[config.mk]
export PLATFORM = sky130hd
export DESIGN_NAME = keypad_dec2bin
export DESIGN_NICKNAME = d
export VERILOG_FILES = /design/src/rtl/keypad_pkg.sv /design/src/rtl/keypad_scan.sv /design/src/rtl/keypad_dec2bin.sv
export SDC_FILE = /design/constraint.sdc
export NUM_CORES = 1
export LEC_CHECK = 0
export CORE_UTILIZATION = 45
export DETAILED_ROUTE_END_ITERATION = 12
export GPL_ROUTABILITY_DRIVEN = 0
export PLACE_DENSITY = 0.66
export REMOVE_ABC_BUFFERS = 1
export SETUP_SLACK_MARGIN = 0.02
export SLEW_MARGIN = 40
export SYNTH_ARGS = -nofsm -noshare
export SYNTH_HDL_FRONTEND = slang
export SYNTH_SLANG_ARGS = --single-unit
[constraint.sdc]
create_clock -name clk -period 9.4 [get_ports clk]
set_input_delay 1.88 -clock clk [delete_from_list [all_inputs] [get_ports clk]]
set_output_delay 1.88 -clock clk [all_outputs]
set_load 0.02 [all_outputs]
[src/rtl/keypad_pkg.sv]
// Shared definitions for the decimal keypad entry block: key codes, state
// encodings and small combinational helpers.
package keypad_pkg;

    // key_code = 4*row + col on the 1 2 3 A / 4 5 6 B / 7 8 9 C / * 0 # D matrix
    localparam logic [3:0] KEY_1     = 4'h0;
    localparam logic [3:0] KEY_2     = 4'h1;
    localparam logic [3:0] KEY_3     = 4'h2;
    localparam logic [3:0] KEY_4     = 4'h4;
    localparam logic [3:0] KEY_5     = 4'h5;
    localparam logic [3:0] KEY_6     = 4'h6;
    localparam logic [3:0] KEY_7     = 4'h8;
    localparam logic [3:0] KEY_8     = 4'h9;
    localparam logic [3:0] KEY_9     = 4'hA;
    localparam logic [3:0] KEY_0     = 4'hD;
    localparam logic [3:0] KEY_ENTER = 4'hE;
    localparam logic [3:0] KEY_BS    = 4'h7;
    localparam logic [3:0] KEY_CLR   = 4'hC;

    typedef enum logic [1:0] {
        SC_SCAN     = 2'd0,
        SC_PRESS_DB = 2'd1,
        SC_HELD     = 2'd2,
        SC_REL_DB   = 2'd3
    } scan_state_t;

    typedef enum logic [1:0] {
        CV_IDLE = 2'd0,
        CV_CONV = 2'd1,
        CV_DONE = 2'd2
    } conv_state_t;

    typedef struct packed {
        logic       is_digit;
        logic [3:0] value;
    } digit_t;

    function automatic digit_t code_to_digit(input logic [3:0] code);
        digit_t d;
        d.is_digit = 1'b1;
        d.value    = 4'd0;
        case (code)
            KEY_0:   d.value = 4'd0;
            KEY_1:   d.value = 4'd1;
            KEY_2:   d.value = 4'd2;
            KEY_3:   d.value = 4'd3;
            KEY_4:   d.value = 4'd4;
            KEY_5:   d.value = 4'd5;
            KEY_6:   d.value = 4'd6;
            KEY_7:   d.value = 4'd7;
            KEY_8:   d.value = 4'd8;
            KEY_9:   d.value = 4'd9;
            default: begin
                d.is_digit = 1'b0;
                d.value    = 4'd0;
            end
        endcase
        return d;
    endfunction

    // Rows are active-low; the lowest asserted row index has priority.
    function automatic logic [1:0] lowest_low_row(input logic [3:0] rows);
        logic [1:0] r;
        if (!rows[0]) begin
            r = 2'd0;
        end else if (!rows[1]) begin
            r = 2'd1;
        end else if (!rows[2]) begin
            r = 2'd2;
        end else begin
            r = 2'd3;
        end
        return r;
    endfunction

    // acc*10 + d using shifts; 9999 is the largest result so 14 bits suffice.
    function automatic logic [13:0] mul10_add(input logic [13:0] acc, input logic [3:0] d);
        return (acc << 3) + (acc << 1) + {10'd0, d};
    endfunction

endpackage

[src/rtl/keypad_scan.sv]
// Column scanner with press/release debounce for a 4x4 active-low keypad.
// Emits a single key_stb pulse with key_code per debounced physical press.
module keypad_scan
    import keypad_pkg::*;
#(
    parameter int SCAN_DIV     = 4,
    parameter int DEBOUNCE_CYC = 16
) (
    input  logic       clk,
    input  logic       rst,
    input  logic [3:0] row_in,
    output logic [3:0] col_out,
    output logic       key_stb,
    output logic [3:0] key_code
);

    localparam int DIV_W = (SCAN_DIV > 1) ? $clog2(SCAN_DIV) : 1;
    localparam int DB_W  = (DEBOUNCE_CYC > 1) ? $clog2(DEBOUNCE_CYC) : 1;
    localparam logic [DIV_W-1:0] DIV_LAST = DIV_W'(SCAN_DIV - 1);
    localparam logic [DB_W-1:0]  DB_LAST  = DB_W'(DEBOUNCE_CYC - 1);

    scan_state_t      state_q, state_d;
    logic [1:0]       col_q, col_d;
    logic [1:0]       row_q, row_d;
    logic [DIV_W-1:0] div_q, div_d;
    logic [DB_W-1:0]  db_q, db_d;
    logic [3:0]       col_out_q, col_out_d;
    logic             key_stb_q, key_stb_d;
    logic [3:0]       key_code_q, key_code_d;

    // State register for the scanner and its registered outputs
    always_ff @(posedge clk or posedge rst) begin
        if (rst) begin
            state_q    <= SC_SCAN;
            col_q      <= 2'd0;
            row_q      <= 2'd0;
            div_q      <= '0;
            db_q       <= '0;
            col_out_q  <= 4'b1110;
            key_stb_q  <= 1'b0;
            key_code_q <= 4'h0;
        end else begin
            state_q    <= state_d;
            col_q      <= col_d;
            row_q      <= row_d;
            div_q      <= div_d;
            db_q       <= db_d;
            col_out_q  <= col_out_d;
            key_stb_q  <= key_stb_d;
            key_code_q <= key_code_d;
        end
    end

    // Next-state logic: rotate columns, qualify press and release
    always_comb begin
        state_d    = state_q;
        col_d      = col_q;
        row_d      = row_q;
        div_d      = div_q;
        db_d       = db_q;
        key_stb_d  = 1'b0;
        key_code_d = key_code_q;

        case (state_q)
            SC_SCAN: begin
                if (div_q == DIV_LAST) begin
                    if (row_in != 4'hF) begin
                        // Column stays frozen while the press is qualified
                        row_d   = lowest_low_row(row_in);
                        db_d    = '0;
                        state_d = SC_PRESS_DB;
                    end else begin
                        col_d = col_q + 2'd1;
                        div_d = '0;
                    end
                end else begin
                    div_d = div_q + DIV_W'(1);
                end
            end
            SC_PRESS_DB: begin
                if (!row_in[row_q]) begin
                    if (db_q == DB_LAST) begin
                        key_stb_d  = 1'b1;
                        key_code_d = {row_q, col_q};
                        state_d    = SC_HELD;
                    end else begin
                        db_d = db_q + DB_W'(1);
                    end
                end else begin
                    div_d   = '0;
                    state_d = SC_SCAN;
                end
            end
            SC_HELD: begin
                if (row_in == 4'hF) begin
                    db_d    = '0;
                    state_d = SC_REL_DB;
                end else begin
                    state_d = SC_HELD;
                end
            end
            SC_REL_DB: begin
                if (row_in == 4'hF) begin
                    if (db_q == DB_LAST) begin
                        col_d   = col_q + 2'd1;
                        div_d   = '0;
                        state_d = SC_SCAN;
                    end else begin
                        db_d = db_q + DB_W'(1);
                    end
                end else begin
                    state_d = SC_HELD;
                end
            end
            default: begin
                col_d   = 2'd0;
                div_d   = '0;
                state_d = SC_SCAN;
            end
        endcase

        col_out_d = ~(4'b0001 << col_d);
    end

    assign col_out  = col_out_q;
    assign key_stb  = key_stb_q;
    assign key_code = key_code_q;

endmodule

[src/rtl/keypad_dec2bin.sv]
// Decimal keypad entry: buffers up to four BCD digits from the scanner and
// converts them MSD-first to a 14-bit binary value when ENTER is pressed.
module keypad_dec2bin
    import keypad_pkg::*;
#(
    parameter int SCAN_DIV     = 4,
    parameter int DEBOUNCE_CYC = 16
) (
    input  logic        clk,
    input  logic        rst,
    input  logic [3:0]  row_in,
    output logic [3:0]  col_out,
    output logic [15:0] bcd16,
    output logic [2:0]  digit_cnt,
    output logic [13:0] out14,
    output logic        out_valid,
    output logic        busy,
    output logic        key_err
);

    logic       key_stb_s;
    logic [3:0] key_code_s;

    keypad_scan #(
        .SCAN_DIV     (SCAN_DIV),
        .DEBOUNCE_CYC (DEBOUNCE_CYC)
    ) u_scan (
        .clk      (clk),
        .rst      (rst),
        .row_in   (row_in),
        .col_out  (col_out),
        .key_stb  (key_stb_s),
        .key_code (key_code_s)
    );

    conv_state_t state_q, state_d;
    logic [1:0]  iter_q, iter_d;
    logic [13:0] acc_q, acc_d;
    logic [15:0] bcd_q, bcd_d;
    logic [2:0]  cnt_q, cnt_d;
    logic [13:0] out14_q, out14_d;
    logic        out_valid_q, out_valid_d;
    logic        busy_q, busy_d;
    logic        key_err_q, key_err_d;

    digit_t      dig_s;
    logic [3:0]  nibble_s;
    logic [13:0] acc_nxt_s;

    // Entry buffer, conversion FSM and output registers
    always_ff @(posedge clk or posedge rst) begin
        if (rst) begin
            state_q     <= CV_IDLE;
            iter_q      <= 2'd0;
            acc_q       <= 14'd0;
            bcd_q       <= 16'h0000;
            cnt_q       <= 3'd0;
            out14_q     <= 14'd0;
            out_valid_q <= 1'b0;
            busy_q      <= 1'b0;
            key_err_q   <= 1'b0;
        end else begin
            state_q     <= state_d;
            iter_q      <= iter_d;
            acc_q       <= acc_d;
            bcd_q       <= bcd_d;
            cnt_q       <= cnt_d;
            out14_q     <= out14_d;
            out_valid_q <= out_valid_d;
            busy_q      <= busy_d;
            key_err_q   <= key_err_d;
        end
    end

    // Key handling in IDLE and the four-step multiply-by-ten accumulation
    always_comb begin
        state_d     = state_q;
        iter_d      = iter_q;
        acc_d       = acc_q;
        bcd_d       = bcd_q;
        cnt_d       = cnt_q;
        out14_d     = out14_q;
        out_valid_d = 1'b0;
        busy_d      = busy_q;
        key_err_d   = 1'b0;

        dig_s     = code_to_digit(key_code_s);
        nibble_s  = bcd_q[{iter_q, 2'b00} +: 4];
        acc_nxt_s = mul10_add(acc_q, nibble_s);

        case (state_q)
            CV_IDLE: begin
                if (key_stb_s) begin
                    if (dig_s.is_digit) begin
                        if (cnt_q == 3'd4) begin
                            key_err_d = 1'b1;
                        end else begin
                            bcd_d = {bcd_q[11:0], dig_s.value};
                            cnt_d = cnt_q + 3'd1;
                        end
                    end else if (key_code_s == KEY_BS) begin
                        if (cnt_q != 3'd0) begin
                            bcd_d = {4'h0, bcd_q[15:4]};
                            cnt_d = cnt_q - 3'd1;
                        end else begin
                            cnt_d = cnt_q;
                        end
                    end else if (key_code_s == KEY_CLR) begin
                        bcd_d = 16'h0000;
                        cnt_d = 3'd0;
                    end else if (key_code_s == KEY_ENTER) begin
                        acc_d   = 14'd0;
                        iter_d  = 2'd3;
                        busy_d  = 1'b1;
                        state_d = CV_CONV;
                    end else begin
                        state_d = CV_IDLE;
                    end
                end else begin
                    state_d = CV_IDLE;
                end
            end
            CV_CONV: begin
                acc_d = acc_nxt_s;
                if (iter_q == 2'd0) begin
                    // Last digit folded in: publish straight from the adder
                    out14_d     = acc_nxt_s;
                    out_valid_d = 1'b1;
                    busy_d      = 1'b0;
                    bcd_d       = 16'h0000;
                    cnt_d       = 3'd0;
                    state_d     = CV_DONE;
                end else begin
                    iter_d = iter_q - 2'd1;
                end
            end
            CV_DONE: begin
                state_d = CV_IDLE;
            end
            default: begin
                busy_d  = 1'b0;
                state_d = CV_IDLE;
            end
        endcase
    end

    assign bcd16     = bcd_q;
    assign digit_cnt = cnt_q;
    assign out14     = out14_q;
    assign out_valid = out_valid_q;
    assign busy      = busy_q;
    assign key_err   = key_err_q;

endmodule
# --- After elaboration in Yosys (flattened, before gate mapping) ---
# Cells that the tools add are included.
op_classes:
  eq_ne: 45
  bitwise_logic: 3
  addsub: 8
  order_cmp: 1
  shift: 2
  n_reduce_logical: 19
  n_div: 0
  multipliers: 0
  n_mux: 84
op_table:
  columns: ["cell", "count"]
  rows:
  - ["2-to-1 mux 16 bit", 7]
  - ["2-to-1 mux 13 bit", 5]
  - ["2-to-1 mux 2 bit", 27]
  - ["case mux 4 bit (9 select lines)", 1]
  - ["== test 4 bit (second input constant)", 8]
  - ["case mux 16 bit (2 select lines)", 1]
  - ["case mux 13 bit (2 select lines)", 1]
  - ["2-to-1 mux 4 bit", 6]
  - ["2-to-1 mux 3 bit", 7]
  - ["2-to-1 mux 1 bit", 20]
  - ["== test 4 x 3 -> 1 bit (second input constant)", 4]
  - ["case mux 4 bit (4 select lines)", 1]
  - ["indexed part select 16 x 5 -> 4 bit", 1]
  - ["!= test 3 bit (second input constant)", 5]
  - ["adder 14 bit", 1]
  - ["adder 14 x 4 -> 14 bit", 1]
  - ["!= test 2 x 1 -> 1 bit (second input constant)", 7]
  - ["!= test 2 bit (second input constant)", 7]
  - ["AND reduction 7 bit", 2]
  - ["!= test 4 bit (second input constant)", 3]
  - ["case mux 2 bit (2 select lines)", 3]
  - ["AND reduction 6 bit", 2]
  - ["AND reduction 5 bit", 2]
  - ["OR reduction 10 bit", 1]
  - ["28 further kinds", 39]
totals:
  memories: 0
  output_inout_bits: 40
  rom_bits: 0
  wordCells: 179
  ram_bits: 0
  regBits: 74
  input_bits: 6
  latchBits: 0

# --- Longest topological paths before layout ---
logic_depth:
  depth_word: 7
  depth_mapped: 10
  mapped_depth_nobuf: 9

# --- Hierarchy ---
# Synthesis repeated with hierarchy kept, for this count alone.
unflattened:
  hier_cells: 457
  hier_area_um2: 4533.1
modules_own_cells:
  columns: ["mod", "instances", "cells_each", "seq_area_each_um2", "area_per_inst_um2"]
  rows:
  - ["keypad_dec2bin", 1, 344, 1326.3, 3389.5]
  - ["keypad_scan", 1, 113, 529.3, 1143.6]

# --- Least setup slack after synthesis ---
# No wires, ideal clock.
synth_timing:
  path_kind: "register to register"
  start: "register iter_q[0]"
  end: "register acc_q[12]"
  setup_time_ns: 0.136
  path_buffers: 1
  arrival_time_ns: 3.121
  required_time_ns: 9.264
  setup_slack_ns: 6.143
  stages_incl_launch_ff: 10
  synth_period_minus_slack_ns: 3.257
  path_cell_list: "dfrtp_1 -> clkbuf_1 -> mux4_2 -> fa_1 -> fa_1 -> a21o_1 -> a221oi_1 -> o221ai_1 -> xnor2_1 -> o21ai_0"
synth_between:
  elab_chain_len: 3
synth_lines:
  columns: ["item", "line", "text"]
  rows:
  - ["start, declared", "keypad_dec2bin.sv:37", "logic [1:0] iter_q, iter_d;"]
  - ["start signal, assigned", "keypad_dec2bin.sv:64", "iter_q <= iter_d;"]
  - ["indexed part select 16 x 5 -> 4 bit", "keypad_dec2bin.sv:88", "nibble_s = bcd_q[{iter_q, 2'b00} +: 4];"]
  - ["adder 14 x 4 -> 14 bit", "keypad_pkg.sv:78", "return (acc << 3) + (acc << 1) + {10'd0, d};"]
  - ["case mux 13 bit (2 select lines)", "keypad_dec2bin.sv:91", "case (state_q)"]
  - ["end signal, assigned", "keypad_dec2bin.sv:55", "acc_q <= 14'd0;"]
  - ["end signal, assigned", "keypad_dec2bin.sv:65", "acc_q <= acc_d;"]
  - ["end, declared", "keypad_dec2bin.sv:38", "logic [13:0] acc_q, acc_d;"]
# No other way between the ends.
# A chain may end at the register's enable or synchronous reset.

# --- Worst setup path in the final report ---
# Ends and elaborated chain as after synthesis.

==> impl_metrics.ini <==
[synthesis]
synthFlopType = dfrtp_1
synthTopCellsByArea = dfrtp_1, ha_1, nand2_1
avgSynthCellArea_um2 = 9.53
synthesis.instances = 460
synth_area_mm2 = 0.00438
synth_seq_cells = 74
synth_top_area_share_pct = 40.5
yosysTopAreaCell = dfrtp_1
async_flop_share_pct = 100
yosysWarnings = 0
synth-edff-count = 0
ys_types = 60
synth_seq_area_share_pct = 42.3

[sta]
tns_ns = 0
skew_ns = 0.00677
period_minus_slack_ns = 3.58
grt_setup_unrepaired = no
fmax_ghz = 0.279
tightest_slew_ns = 0.689
fin_crit_sh_pct = 38.1
relSlewSlack_pct = 53.7
final-setup-viol-count = 0
slew_viol_final = 0
hold_violations = 0

[floorplan]
num_io_pins = 46
initial_core_util_pct = 47.0
die_w_um = 101
core-area_mm2 = 0.00933
die_h_um = 101
die-area_mm2 = 0.0101
rows = 35

[global_routing]
grt_overflow = 0
grt_pass1_wl_mm = 16.7
antenna_found_initial = 0
track_usage_pct = 21.0
first_global_vias = 3509
grt_max_degree = 75

[cts]
cts.reportedPaths.clkPinSlew_ns = 0.08
clock_latency_ns = 0.35
cts_resized = 0
clock-root-buffer = clkbuf_8
cts_tree = built
cts.hold.buffers_added = 0
clock_sinks = 74
clockBufferDepth = 2
cts.htree.levels = 3
postCtsSetupRepairBufs = 0
cts_buffers = 9

[worst_setup_path]
path_max_fanout = 7
rr_worst_depth = 8
setup.worst_path.start = iter_q[0]$_DFFE_PP0P_
critPathRequiredTime_ns = 9.63
crit_path_start_kind = register
end_kind = register
path_class = reg2reg
reg2reg_from = iter_q[0]$_DFFE_PP0P_
crit_arrival_ns = 3.81

[final_layout]
antenna_cells = 0
fin_area_mm2 = 0.00519
fill_cells = 872
num-nets-final = 545
final_cells = 639
multi_input_area_mm2 = 0.00238
drive_above_1_share_pct = 10.0
area_growth_pct = 18.4
register_area_mm2 = 0.00186
final_cell_mix = dfrtp_1, nand2_1, o21ai_0
final_common_cell = dfrtp_1

[placement]
dp_cells = 623
dp_hpwl_mm = 6.95
placed_cell_area_mm2 = 0.00497
numPortBuffers = 45

[detailed_routing]
drt_drc_violations_left = 0
ant_nets = 0
drt-initial-drc-count = 173
totalWireLength_mm = 9.86
viasPerCell = 5.59
num_vias = 3572
detail_route.wl_per_cell_um = 15.4
dr.pass1.iters = 5

[status]
outcome = completed

[pwr]
switching_share_pct = 28.8
pwr-share-clk_pct = 36.8
finalPower_uw = 758
p_comb_share_pct = 16.6
peakVddDrop_mv = 0.0681
seqPwrFrac_pct = 46.6
p_int_uw = 540
p_sw_uw = 218
p_leak_nw = 2.38
power_density_mw_per_mm2 = 146

[worst_hold_path]
hold_start = out14[6]$_DFFE_PP0P_
hp-class = reg2reg
hold_path_depth = 2

[run]
timing.max_cap.violations = 0
stage by stage:
step	util [%]	worst slack (ns)	hold slack (ns)
global route	55.7	5.67	0.508
CTS	55.7	5.85	0.487
finish	55.7	5.82	0.480
floorplan	-	5.64	0.454
global placement	53.1	5.61	0.461
detailed placement	53.3	5.58	0.468
flip-flops by register name (all words and copies together), names as in the netlist:
name / count
acc_q: 13
bcd16: 16
busy: 1
digit_cnt: 3
iter_q: 2
key_err: 1
out14: 14
out_valid: 1
state_q: 2
u_scan.col_out: 4
u_scan.col_q: 2
u_scan.db_q: 4
u_scan.div_q: 2
u_scan.key_code: 4
u_scan.key_stb: 1
u_scan.row_q: 2
u_scan.state_q: 2
Yosys cell counts, drive strengths merged, types with 3 or more instances:
| master | number |
|---|---|
| a211oi | 4 |
| a21o | 5 |
| a21oi | 20 |
| a221oi | 4 |
| a22o | 3 |
| and2 | 3 |
| and3 | 7 |
| buf | 5 |
| clkbuf | 12 |
| dfrtp | 71 |
| dfstp | 3 |
| ha | 32 |
| inv | 20 |
| mux2 | 11 |
| mux2i | 4 |
| mux4 | 5 |
| nand2 | 70 |
| nand2b | 12 |
| nand3 | 9 |
| nand4 | 4 |
| nor2 | 22 |
| nor2b | 9 |
| nor3 | 8 |
| nor4 | 3 |
| o211ai | 6 |
| o21a | 4 |
| o21ai | 51 |
| o22ai | 6 |
| or3 | 5 |
| xnor2 | 5 |
| xor2 | 7 |
final timing paths:
kind	endpoint	slack [ns]
min reg2reg	out14[6]$_DFFE_PP0P_	0.48
min in group asynchronous	out14[8]$_DFFE_PP0P_	2.02
max reg2reg	acc_q[12]$_DFFE_PP0P_	5.82
min	out14[6]$_DFFE_PP0P_	0.48
max in group asynchronous	acc_q[9]$_DFFE_PP0P_	6.92
max	acc_q[12]$_DFFE_PP0P_	5.82
area by class of cell:
cell class | instances | area share [%]
repair buffers | 51 | 9.69
flip-flops and latches | 74 | 35.7
clock inverters | 5 | 1.49
multi-input cells | 349 | 45.8
inverters | 20 | 1.45
well taps | 129 | 3.11
clock buffers | 11 | 2.72
logic make-up (layout without fill, tap and decap cells):
kind of cell | Yosys count | in the layout | synth area share (%)
and+or+nand+nor | 158 | 158 | 17.2
AOI/OAI and AO/OA | 124 | 124 | 18.1
DFF | 74 | 74 | 42.3
buffers and inverters | 37 | 87 | 3.43
adders and majority gates | 35 | 35 | 10.3
muxes | 20 | 20 | 6.31
xor gates and xnor gates | 12 | 12 | 2.40
metal layers:
| metal | track usage (%) | part of all wire, % | vias up |
|---|---|---|---|
| li1 | - | - | 1755 |
| met1 | 29.0 | 47 | 1695 |
| met2 | 33.4 | 47 | 109 |
| met3 | 3.12 | 4.9 | 13 |
| met4 | 8.14 | 1.5 | 0 |
| met5 | 0 | 0 | - |
power by group through the flow:
stage | clock [mW] | combinational (mW) | sequential, mW
2_1_floorplan | 0 | 0.0967 | 0.355
3_3_place_gp | 0 | 0.119 | 0.358
4_1_cts | 0.286 | 0.126 | 0.353
6_report | 0.279 | 0.126 | 0.353
3_5_place_dp | 0 | 0.127 | 0.359
5_1_grt | 0.300 | 0.146 | 0.356
worst max-delay path, cell delays in order (launching register included):
cell	delay [ns]
dfrtp_1	0.56
mux4_2	0.60
fa_1	0.50
fa_1	0.49
a21o_1	0.22
a221oi_1	0.51
o221ai_1	0.25
xnor2_1	0.23
o21ai_0	0.11
Note: power is estimated with default switching activity, not from simulation.
